File: src/rtl/sm_encoder.sv
// sm_encoder: two's-complement to sign-magnitude streaming converter.
// Two registered stages with valid/ready flow control, one word per cycle.
// The only unrepresentable input (-2^WIDTH) saturates to full-scale negative
// and is flagged on out_sat.
// Optional build macro SM_ENC_STATS_EN adds a saturating saturation-event
// counter (sat_count) with a synchronous clear (sat_clr).
module sm_encoder #(
  parameter int WIDTH = 31
`ifdef SM_ENC_STATS_EN
  ,
  parameter int CNT_W = 16
`endif
) (
  input  logic             clk,
  input  logic             rst_n,
  input  logic [WIDTH:0]   in_data,
  input  logic             in_valid,
  output logic             in_ready,
  output logic [WIDTH:0]   out_data,
  output logic             out_sat,
  output logic             out_valid,
  input  logic             out_ready
`ifdef SM_ENC_STATS_EN
  ,
  output logic [CNT_W-1:0] sat_count,
  input  logic             sat_clr
`endif
);

  logic             r_s1_valid;
  logic             r_s1_sign;
  logic [WIDTH:0]   r_s1_mag;
  logic             r_out_valid;
  logic [WIDTH:0]   r_out_data;
  logic             r_out_sat;

  logic             w_advance;
  logic             w_sign;
  logic [WIDTH:0]   w_mag;
  logic [WIDTH:0]   w_s2_data;
  logic             w_s2_sat;

  // Both stages move together whenever the output slot is free or draining.
  assign w_advance = out_ready | ~r_out_valid;
  assign in_ready  = w_advance & rst_n;

  assign out_data  = r_out_data;
  assign out_sat   = r_out_sat;
  assign out_valid = r_out_valid;

  // Stage 1 combinational: split sign and form the WIDTH+1 bit magnitude.
  always_comb begin
    w_sign = in_data[WIDTH];
    w_mag  = in_data;
    if (w_sign) begin
      w_mag = (~in_data) + {{WIDTH{1'b0}}, 1'b1};
    end
  end

  // Stage 2 combinational: saturate -2^WIDTH and never emit negative zero.
  always_comb begin
    w_s2_data = {r_s1_sign, r_s1_mag[WIDTH-1:0]};
    w_s2_sat  = 1'b0;
    if (r_s1_mag[WIDTH]) begin
      w_s2_data = {(WIDTH+1){1'b1}};
      w_s2_sat  = 1'b1;
    end else if (r_s1_mag == '0) begin
      w_s2_data = '0;
    end
  end

  // Stage 1 register: capture sign and magnitude on every advance.
  always_ff @(posedge clk) begin
    if (!rst_n) begin
      r_s1_valid <= 1'b0;
      r_s1_sign  <= 1'b0;
      r_s1_mag   <= '0;
    end else if (w_advance) begin
      r_s1_valid <= in_valid;
      r_s1_sign  <= w_sign;
      r_s1_mag   <= w_mag;
    end
  end

  // Stage 2 register: output word, held while downstream stalls.
  always_ff @(posedge clk) begin
    if (!rst_n) begin
      r_out_valid <= 1'b0;
      r_out_data  <= '0;
      r_out_sat   <= 1'b0;
    end else if (w_advance) begin
      r_out_valid <= r_s1_valid;
      r_out_data  <= w_s2_data;
      r_out_sat   <= w_s2_sat;
    end
  end

`ifdef SM_ENC_STATS_EN
  logic [CNT_W-1:0] r_sat_count;
  logic             w_sat_xfer;

  assign w_sat_xfer = r_out_valid & out_ready & r_out_sat;
  assign sat_count  = r_sat_count;

  // Count saturated output transfers; sticks at full scale, clear has priority.
  always_ff @(posedge clk) begin
    if (!rst_n) begin
      r_sat_count <= '0;
    end else if (sat_clr) begin
      r_sat_count <= '0;
    end else if (w_sat_xfer && (r_sat_count != {CNT_W{1'b1}})) begin
      r_sat_count <= r_sat_count + {{(CNT_W-1){1'b0}}, 1'b1};
    end
  end
`endif

endmodule

File: config.mk
export PLATFORM = sky130hd
export DESIGN_NAME = sm_encoder
export DESIGN_NICKNAME = d
export VERILOG_FILES = /design/src/rtl/sm_encoder.sv
export SDC_FILE = /design/constraint.sdc
export NUM_CORES = 1
export LEC_CHECK = 0
export BUFFER_PORTS_ARGS = -buffer_cell sky130_fd_sc_hd__buf_4
export CAP_MARGIN = 5
export CORE_ASPECT_RATIO = 1.75
export CORE_MARGIN = 3
export CORE_UTILIZATION = 50
export CTS_BUF_LIST = sky130_fd_sc_hd__clkbuf_8
export CTS_CLUSTER_SIZE = 14
export DETAILED_ROUTE_END_ITERATION = 10
export GPL_ROUTABILITY_DRIVEN = 0
export GPL_TIMING_DRIVEN = 0
export PLACE_DENSITY = 0.73
export SLEW_MARGIN = 20
export SYNTH_ARGS = -nofsm -noshare
export SYNTH_HDL_FRONTEND = slang
export SYNTH_SLANG_ARGS = --single-unit
export TNS_END_PERCENT = 1
File: constraint.sdc
create_clock -name clk -period 2.6 [get_ports clk]
set_clock_uncertainty 0.15 [all_clocks]
set_input_delay 0.39 -clock clk [delete_from_list [all_inputs] [get_ports clk]]
set_output_delay 0.39 -clock clk [all_outputs]
set_load 0.01 [all_outputs]
==> out/metrics.yaml <==
status: "finished, final reports clean"
die_area_um2: 7210
num_io_pins: 71
critPathCaptureType: "primary output"
cpLargestDelayFamily: "buffers and inverters"
numCtsBuffers: 9
rsz_0062_raised_after_global_routing: "false"
cts_setup_buffers: 0
synthMuxAreaShare_pct: 0
setup_cp_type: "reg2out"
coreArea_um2: 5930
post_synth_inst_count: 372
synthesis.yosys.warnings: 0
worst_ep_arrival_time_ns: 1.77
dp.final_hpwl_mm: 5.88
p_sw_share_pct: 26.5
startpoint_type: "flip-flop"
cp_num_buf_inv: 4
synth_area_per_cell_um2: 8.32
int_power_uw: 1710
finalCriticalPeriod_ns: 2.31
hold_slack_ns: 0.162
leakage_power_of_the_design_uw: 0.00166
area_delta_synth_final_pct: 25.8
ant_nets: 0
worstPathRequired_ns: 2.06
max_cap_viol_count: 0
routed_wire_length_per_instance_um: 13.9
num_vias: 2887
synth_compound_gate_area_share_pct: 16.4
mappedNetlistNets: 409
synth_top_family_by_area: "simple AND/OR/NAND/NOR gates"
slew_violations: 0
drc_errors: 0
clkTransAtPathRegs_ns: 0.07
overflow: 0
number_of_antenna_violations_at_the_first_check_in_global_routing: 0
power_frac_comb_pct: 16.0
fin_setup_tns_ns: 0
synthesis.area_um2: 3100
antennaDiodeCount: 0
synth-adder-area-share_pct: 0.404
synth_top_flop_cell: "dfxtp_1"
max_clock_freq_mhz: 433
number_of_enable_flip_flop_cells_after_synthesis: 0
instances_no_fill: 535
clock_share_of_power_pct: 33.3
final_layout_size_suffix_gt1_share_pct: 20.6
clkLatencyLatePin_ns: 0.34
ctsRootBufferMaster: "clkbuf_8"
first_drt_pass_iteration_count: 4
placedCellCount: 519
slowest_delay_ns: 0.35
most_frequent_standard_cell_in_the_layout_excluding_fill_and_tap_cells: "buf_4"
worst_hold_path_type: "in2reg"
yosys.area_share.xor_xnor_pct: 8.20
synthSimpleGateAreaFrac_pct: 27.0
cts_buffer_depth: 2
clock_tree_sinks: 68
critical_path_cell_sequence: "nand2b_1 > clkbuf_1 > clkbuf_2 > nand2_1 > inv_1 > buf_4"
layout.cells.most_common_list: "69 x buf_4, 68 x dfxtp_1, 63 x nor3_1"
cts_tree: "done"
net_count_final: 489
power-per-cell-area_nw_per_um2: 599
grt_pass1_vias: 2690
synth.lib_cells_used.distinct: 33
timing.critical_path.slowest_stage_cell: "clkbuf_1"
setup-violations-final: 0
cts_htree_levels: 3
groute.usage.overall_pct: 21.5
power.net_switching_uw: 618
initial_util_pct: 52.3
layout.cell_area.non_filler_um2: 3890
drt-total-wl_mm: 7.43
post_dp_cell_area_um2: 3710
row_count: 37
seq_area_frac_synth_pct: 44.0
grt_pass1_wl_mm: 12.0
route.detailed.vias_per_inst: 5.40
worst_ir_drop_on_vdd_mv: 0.318
path_max_fanout: 10
chipHeight_um: 110
synth.ff_latch_count: 68
finalHoldViolations: 0
portion_of_the_clock_cycle_consumed_by_the_worst_path_in_the_final_layout_pct: 88.9
p_seq_share_pct: 50.7
largest_net_degree_at_the_start_of_global_routing: 11
slew_headroom_pct: 60.3
port-buffer-count: 69
worstMarginPinSlew_ns: 0.595
die-width_um: 65.5
synth_async_sr_flop_share_pct: 0
drtIter0Drc: 152
through the flow:
| step | setup WS [ns] | utilization, % | total power (µW) |
|---|---|---|---|
| final | 0.289 | 65.7 | 2330 |
| after global routing | 0.122 | 65.7 | 2440 |
| after CTS | 0.0776 | 65.7 | 2340 |
| after detailed placement | 0.261 | 62.6 | 1580 |
| after global placement | 0.274 | 62.6 | 1570 |
| after floorplan | 0.637 | - | 1400 |
metal layers:
metal / share of wire (%) / up-vias / GRT usage [%]
li1: - / 1494 / -
met1: 42 / 1300 / 24.1
met2: 52 / 76 / 39.3
met3: 4.0 / 17 / 2.74
met4: 2.6 / 0 / 10.4
met5: 0 / - / 0
worst min-delay path, cell delays in order:
cell and delay [ns]:
buf_4 0.11, nand2_1 0.05, a21oi_1 0.05
cell type report:
cell class	count	area, µm²
well taps	78	97.6
repair buffers	69	518
inverters	4	15.0
clock buffers	12	165
fillers	567	2030
multi-input cells	271	1610
plain buffers	29	110
flip-flops and latches	68	1360
clock inverters	4	16.3
flip-flops by register name, summed over array words and instances, names as in the netlist:
name        cells
out_data       32
r_s1_mag       32
out_sat         1
out_valid       1
r_s1_sign       1
r_s1_valid      1
what timing repair did:
action | CTS | global route
setup endpoints to repair | 0 | 1
hold buffers | 0 | 0
gates resized for setup | 0 | 2
endpoints found under the hold margin | 0 | 0
logic make-up (layout without fill, tap and decap cells):
family | after synthesis | after routing
AO/OA/AOI/OAI | 77 | 77
XOR/XNOR | 29 | 29
AND/OR/NAND/NOR | 164 | 164
flip-flops | 68 | 68
adder cells (fa/ha/maj) | 1 | 1
buffers and inverters | 33 | 118
worst paths after layout:
kind,start,end,slack (ns),depth (start not counted)
worst max-delay path,out_valid,in_ready,0.29,6
worst min-delay path,in_valid,r_s1_valid,0.16,3
worst max register to register,out_valid,out_data[31],0.90,5
worst min register to register,out_sat,out_sat,0.31,2
synthesized netlist by cell type (2+ instances only):
| library cell | n | area (µm²) |
|---|---|---|
| dfxtp_1 | 68 | 1360 |
| or3_1 | 3 | 18.8 |
| nand3_1 | 5 | 25.0 |
| nand4_1 | 3 | 18.8 |
| a211oi_1 | 12 | 90.1 |
| o41ai_2 | 4 | 65.1 |
| nand4_2 | 2 | 25.0 |
| a21oi_1 | 19 | 95.1 |
| o21ai_0 | 25 | 125 |
| or4_1 | 2 | 15.0 |
| nor4_1 | 9 | 56.3 |
| nor2b_1 | 2 | 12.5 |
| o41ai_1 | 5 | 43.8 |
| clkbuf_1 | 28 | 105 |
| nor2_1 | 51 | 191 |
| o31ai_1 | 9 | 67.6 |
| inv_1 | 3 | 11.3 |
| nand2_1 | 17 | 63.8 |
| nor3_1 | 63 | 315 |
| nor4_2 | 2 | 25.0 |
| xor2_1 | 28 | 245 |
power groups by stage:
stage               clock network (µW)  logic [µW]  registers (µW)
global placement                     0         366            1200
floorplan                            0         189            1210
CTS                                785         376            1180
finish                             776         374            1180
global route                       831         414            1190
detailed placement                   0         374            1200
Power figures use the tool's default switching activity.
